===== src/rtl/pipe_addsub_nbit.sv =====
// pipe_addsub_nbit
//   Pipelined WIDTH-bit adder/subtractor. The carry chain is cut into SEG_W-bit
//   segments with one register stage per segment (STAGES = WIDTH/SEG_W).
//   Operand bits that are still unresolved ride along in skew registers. The
//   result segments that are already resolved are held in deskew registers, so
//   OUT leaves the last stage as one word.
//   All stages advance together whenever the output slot is empty or is being
//   consumed. Backpressure therefore freezes the whole pipe.
// Ports
//   CLK        rising-edge clock
//   RST_N      asynchronous active-low reset
//   IN_VALID   operands valid            IN_READY   operation accepted this cycle
//   A, B       operands                  SUB        1: A-B, 0: A+B
//   SIGNED     1: OVF is signed overflow, 0: OVF is unsigned carry/borrow
//   OUT_VALID  result valid              OUT_READY  downstream accepts result
//   OUT        result modulo 2^WIDTH     COUT       carry out (SUB: 1 = no borrow)
//   OVF        overflow flag
module pipe_addsub_nbit #(
  parameter int WIDTH = 16,
  parameter int SEG_W = 4
) (
  input  logic             CLK,
  input  logic             RST_N,
  input  logic             IN_VALID,
  output logic             IN_READY,
  input  logic [WIDTH-1:0] A,
  input  logic [WIDTH-1:0] B,
  input  logic             SUB,
  input  logic             SIGNED,
  output logic             OUT_VALID,
  input  logic             OUT_READY,
  output logic [WIDTH-1:0] OUT,
  output logic             COUT,
  output logic             OVF
);
  localparam int STAGES = WIDTH / SEG_W;
  localparam int LAST   = STAGES - 1;

  if (WIDTH < 2) begin : g_chk_width
    $error("pipe_addsub_nbit: WIDTH must be at least 2");
  end
  if (SEG_W < 1) begin : g_chk_seg
    $error("pipe_addsub_nbit: SEG_W must be at least 1");
  end else if (WIDTH % SEG_W != 0) begin : g_chk_seg
    $error("pipe_addsub_nbit: WIDTH must be a multiple of SEG_W");
  end

  // One segment of the carry chain: {carry_out, sum}.
  function automatic logic [SEG_W:0] seg_add(input logic [SEG_W-1:0] x,
                                             input logic [SEG_W-1:0] y,
                                             input logic             cin);
    return {1'b0, x} + {1'b0, y} + {{SEG_W{1'b0}}, cin};
  endfunction

  // Overflow from the operand MSBs (B already conditionally inverted).
  function automatic logic ovf_calc(input logic sgn, input logic sub,
                                    input logic a_msb, input logic b_msb,
                                    input logic r_msb, input logic cout);
    if (sgn) return (a_msb == b_msb) && (r_msb != a_msb);
    return sub ? ~cout : cout;
  endfunction

  logic adv;
  assign adv      = ~OUT_VALID | OUT_READY;
  assign IN_READY = adv;

  genvar k;
  for (k = 0; k < STAGES; k++) begin : g_stg
    // UW: operand bits still unresolved on entry; RW: result bits resolved here.
    localparam int UW = WIDTH - k * SEG_W;
    localparam int RW = (k + 1) * SEG_W;

    logic          v_in, c_in, s_in, g_in;
    logic [UW-1:0] a_in, b_in;
    logic [SEG_W:0] sum;
    logic [RW-1:0] r_new;
    logic          vld_q, vld_d, c_q, c_d;
    logic [RW-1:0] r_q, r_d;

    if (k == 0) begin : g_src
      assign v_in  = IN_VALID;
      assign c_in  = SUB;
      assign s_in  = SUB;
      assign g_in  = SIGNED;
      assign a_in  = A;
      assign b_in  = SUB ? ~B : B;
      assign r_new = sum[SEG_W-1:0];
    end else begin : g_src
      assign v_in  = g_stg[k-1].vld_q;
      assign c_in  = g_stg[k-1].c_q;
      assign s_in  = g_stg[k-1].g_skew.sub_q;
      assign g_in  = g_stg[k-1].g_skew.sgn_q;
      assign a_in  = g_stg[k-1].g_skew.a_q;
      assign b_in  = g_stg[k-1].g_skew.b_q;
      assign r_new = {sum[SEG_W-1:0], g_stg[k-1].r_q};
    end

    assign sum = seg_add(a_in[SEG_W-1:0], b_in[SEG_W-1:0], c_in);

    always_comb begin
      vld_d = vld_q;
      c_d   = c_q;
      r_d   = r_q;
      if (adv) begin
        vld_d = v_in;
        c_d   = sum[SEG_W];
        r_d   = r_new;
      end
    end

    always_ff @(posedge CLK or negedge RST_N) begin
      if (!RST_N) begin
        vld_q <= 1'b0;
        c_q   <= 1'b0;
        r_q   <= '0;
      end else begin
        vld_q <= vld_d;
        c_q   <= c_d;
        r_q   <= r_d;
      end
    end

    if (k < LAST) begin : g_skew
      // Upper operand segments and the mode bits travel with the operation.
      logic [UW-SEG_W-1:0] a_q, a_d, b_q, b_d;
      logic                sub_q, sub_d, sgn_q, sgn_d;

      always_comb begin
        a_d   = a_q;
        b_d   = b_q;
        sub_d = sub_q;
        sgn_d = sgn_q;
        if (adv) begin
          a_d   = a_in[UW-1:SEG_W];
          b_d   = b_in[UW-1:SEG_W];
          sub_d = s_in;
          sgn_d = g_in;
        end
      end

      always_ff @(posedge CLK or negedge RST_N) begin
        if (!RST_N) begin
          a_q   <= '0;
          b_q   <= '0;
          sub_q <= 1'b0;
          sgn_q <= 1'b0;
        end else begin
          a_q   <= a_d;
          b_q   <= b_d;
          sub_q <= sub_d;
          sgn_q <= sgn_d;
        end
      end
    end else begin : g_tail
      // The top segment holds the operand MSBs, so overflow is settled here.
      logic ovf_q, ovf_d;

      always_comb begin
        ovf_d = ovf_q;
        if (adv) begin
          ovf_d = ovf_calc(g_in, s_in, a_in[UW-1], b_in[UW-1],
                           sum[SEG_W-1], sum[SEG_W]);
        end
      end

      always_ff @(posedge CLK or negedge RST_N) begin
        if (!RST_N) ovf_q <= 1'b0;
        else        ovf_q <= ovf_d;
      end
    end
  end

  assign OUT_VALID = g_stg[LAST].vld_q;
  assign OUT       = g_stg[LAST].r_q;
  assign COUT      = g_stg[LAST].c_q;
  assign OVF       = g_stg[LAST].g_tail.ovf_q;

endmodule

===== config.mk =====
export PLATFORM = sky130hd
export DESIGN_NAME = pipe_addsub_nbit
export DESIGN_NICKNAME = d
export VERILOG_FILES = /design/src/rtl/pipe_addsub_nbit.sv
export SDC_FILE = /design/constraint.sdc
export NUM_CORES = 1
export LEC_CHECK = 0
export BUFFER_PORTS_ARGS = -buffer_cell sky130_fd_sc_hd__buf_2
export CAP_MARGIN = 5
export CORE_UTILIZATION = 35
export DETAILED_ROUTE_END_ITERATION = 10
export PLACE_DENSITY = 0.65
export SETUP_SLACK_MARGIN = 0.05
export SLEW_MARGIN = 20
export SYNTH_ARGS = -nofsm -noshare
export SYNTH_HDL_FRONTEND = slang
export SYNTH_SLANG_ARGS = --single-unit

===== constraint.sdc =====
create_clock -name CLK -period 2.6 [get_ports CLK]
set_clock_uncertainty 0.15 [all_clocks]
set_input_delay 0.26 -clock CLK [delete_from_list [all_inputs] [get_ports CLK]]
set_output_delay 0.26 -clock CLK [all_outputs]
set_load 0.05 [all_outputs]

==> impl_metrics.env <==
export IMPL_clock_latency_ps=340
export IMPL_relSlewSlack_pct=58.9
export IMPL_yosysSeqAreaShare_pct=57.6
export IMPL_fill_cells=1212
export IMPL_powerDensity_nw_per_um2=1210
export IMPL_finalSetupViolCount=0
export IMPL_first_pass_iters=4
export IMPL_rsz0062_at_grt="no"
export IMPL_drt_iter0_markers=162
export IMPL_numPortBuffers=57
export IMPL_critPathMaxFanout=3
export IMPL_cts_tree="built"
export IMPL_hp_class="input port to flop"
export IMPL_avgViaCountPerCell=4.39
export IMPL_io_pins=58
export IMPL_synthCells=477
export IMPL_numCtsBuffers=9
export IMPL_critical_path_startpoint_type="flop"
export IMPL_grt_pass1_vias=3129
export IMPL_grt_max_degree=115
export IMPL_cts_buffer_depth=2
export IMPL_nets=599
export IMPL_period_share_pct=89.2
export IMPL_start_util_pct=36.6
export IMPL_critPathRequiredTime_ps=2660
export IMPL_wl_per_cell_um=11.5
export IMPL_grt_usage_pct=13.8
export IMPL_syn_avg_cell_area_um2=9.38
export IMPL_worst_pin_slew_ps=617
export IMPL_yosysWarnings=0
export IMPL_period_minus_slack_ps=2320
export IMPL_core_area_um2=12200
export IMPL_num_antenna_cells=0
export IMPL_worst_slack_ps=282
export IMPL_peakVddDrop_mv=0.482
export IMPL_syn_area_um2=4470
export IMPL_rows=40
export IMPL_overflow=0
export IMPL_drv_slew=0
export IMPL_rr_worst_depth=6
export IMPL_synthDistinctLibCells=24
export IMPL_critical_path_class="flop to flop"
export IMPL_finalSetupTns_ps=0
export IMPL_die_w_um=115
export IMPL_final_cell_mix="nand2_1 (238), dfrtp_1 (103), buf_2 (56)"
export IMPL_path_clk_slew_ps=60
export IMPL_ant_nets=0
export IMPL_end_kind="flop"
export IMPL_dr_total_vias=3137
export IMPL_antenna_found_initial=0
export IMPL_htree_levels=3
export IMPL_hold_viol_final=0
export IMPL_cts_resized=0
export IMPL_hold_depth=3
export IMPL_synth_nets=534
export IMPL_critPathArrivalTime_ps=2380
export IMPL_area_growth_pct=20.4
export IMPL_power_total_w=0.00654
export IMPL_final_common_cell="nand2_1"
export IMPL_clock_fmax_ghz=0.431
export IMPL_grt_pass1_wl_mm=14.3
export IMPL_ys_seq_elements=103
export IMPL_dpl_hpwl_mm=5.60
export IMPL_p_leak_nw=2.79
export IMPL_preCtsSetupSlack_ps=270
export IMPL_gp_congestion=0.784
export IMPL_max_cap_violations=0
export IMPL_drc=0
export IMPL_die_area_um2=13200
export IMPL_fp_dieH_um=115
export IMPL_cts_sinks=103
export IMPL_run_status="finished, final reports clean"
export IMPL_drive_gt1_share_pct=15.4
export IMPL_finalWirelength_mm=8.26
export IMPL_cts_root_buf="clkbuf_16"
[state kept, by name (all words and copies together) (netlist names)]
register and count:
OVF 1, g_stg.vld_q 3, g_stg.r_q 24, g_stg.g_skew.a_q 24, g_stg.g_skew.sgn_q 3, g_stg.g_skew.sub_q 3, COUT 1, OUT 16
g_stg.c_q 3, g_stg.g_skew.b_q 24, OUT_VALID 1
[critical path: stages (launching register included)]
cell and delay [ps]:
dfrtp_1 400, fa_1 450, fa_1 420, a211o_1 340, a21o_1 160, a32oi_1 170, o41ai_1 100
[what timing repair did]
action,4_1_cts,5_1_grt
hold endpoints to repair,61,0
hold buffers,15,0
setup buffers,0,0
[logic make-up (layout without fill, tap and decap cells)]
kind of cell               after synthesis  after routing  share of synthesized area [%]
adders and majority gates               19             19                           6.49
buffers and inverters                   31            101                           2.96
AOI/OAI and AO/OA                       46             46                           6.15
and+or+nand+nor                        252            252                           21.4
DFF                                    103            103                           57.6
xor gates and xnor gates                24             24                           4.70
muxes                                    2              2                          0.671
[metrics by stage]
| step | util, % | instances | instance area (um2) | hold WS (ps) |
|---|---|---|---|---|
| 2_1_floorplan | - | 477 | 4470 | -186 |
| 3_3_place_gp | 40.5 | 684 | 4950 | 165 |
| 3_5_place_dp | 40.5 | 684 | 4950 | 178 |
| 4_1_cts | 44.1 | 715 | 5390 | 49.9 |
| 5_1_grt | 44.1 | 715 | 5390 | 70.8 |
| 6_report | 44.1 | 715 | 5390 | 58.1 |
[where the power goes]
part | internal (W) | leakage (nW) | switching [W]
registers | 0.00231 | 1.25 | 0.000397
clock network | 0.000768 | 0.146 | 0.000550
logic | 0.000890 | 1.40 | 0.00163
total | 0.00397 | 2.79 | 0.00257
[cells in the mapped netlist]
| library cell | number | share of area (%) |
|---|---|---|
| nand2_1 | 238 | 20 |
| dfrtp_1 | 103 | 58 |
| o21ai_0 | 24 | 2.7 |
| xnor2_1 | 17 | 3.3 |
| ha_1 | 12 | 3.4 |
| a21oi_1 | 11 | 1.2 |
| buf_1 | 9 | 0.76 |
| nor2_1 | 9 | 0.76 |
| clkbuf_1 | 8 | 0.67 |
| a21o_1 | 7 | 1.2 |
| buf_2 | 7 | 0.78 |
| fa_1 | 7 | 3.1 |
| xor2_1 | 7 | 1.4 |
| inv_1 | 6 | 0.50 |
| mux2_4 | 2 | 0.67 |
| nor2b_1 | 2 | 0.28 |
| a211o_1 | 1 | 0.20 |
| a31oi_4 | 1 | 0.48 |
| a32oi_1 | 1 | 0.20 |
| buf_6 | 1 | 0.25 |
| nand2b_1 | 1 | 0.14 |
| nand3_1 | 1 | 0.11 |
| o41ai_1 | 1 | 0.20 |
| or2_2 | 1 | 0.14 |
[worst paths after layout]
| path | startpoint | end | slack [ps] |
|---|---|---|---|
| hold reg to reg | OUT[2] | OUT[2] | 310 |
| setup / recovery | g_stg[2].g_skew.a_q[0] | OVF | 280 |
| min in group asynchronous | RST_N | g_stg[1].g_skew.sgn_q | 320 |
| hold / removal | B[7] | g_stg[0].g_skew.b_q[3] | 60 |
| setup reg to reg | g_stg[2].g_skew.a_q[0] | OVF | 280 |
| max in group asynchronous | RST_N | OUT[8] | 1270 |
[layout make-up]
class | count | area [um2] | area share, %
clock buffers | 12 | 246 | 4.58
clock inverters | 4 | 45.0 | 0.836
repair buffers | 79 | 515 | 9.57
inverters | 6 | 22.5 | 0.418
well taps | 168 | 210 | 3.90
flip-flops and latches | 103 | 2580 | 47.8
multi-input cells | 343 | 1770 | 32.9
[metal layers]
metal	wire, um	track usage [%]	part of all wire (%)	up-vias
li1	-	-	-	1622
met1	4030	17.6	49	1459
met2	3810	22.4	46	45
met3	215	2.11	2.6	11
met4	201	8.23	2.4	0
met5	0	0	0	-
Power figures use the tool's default switching activity.
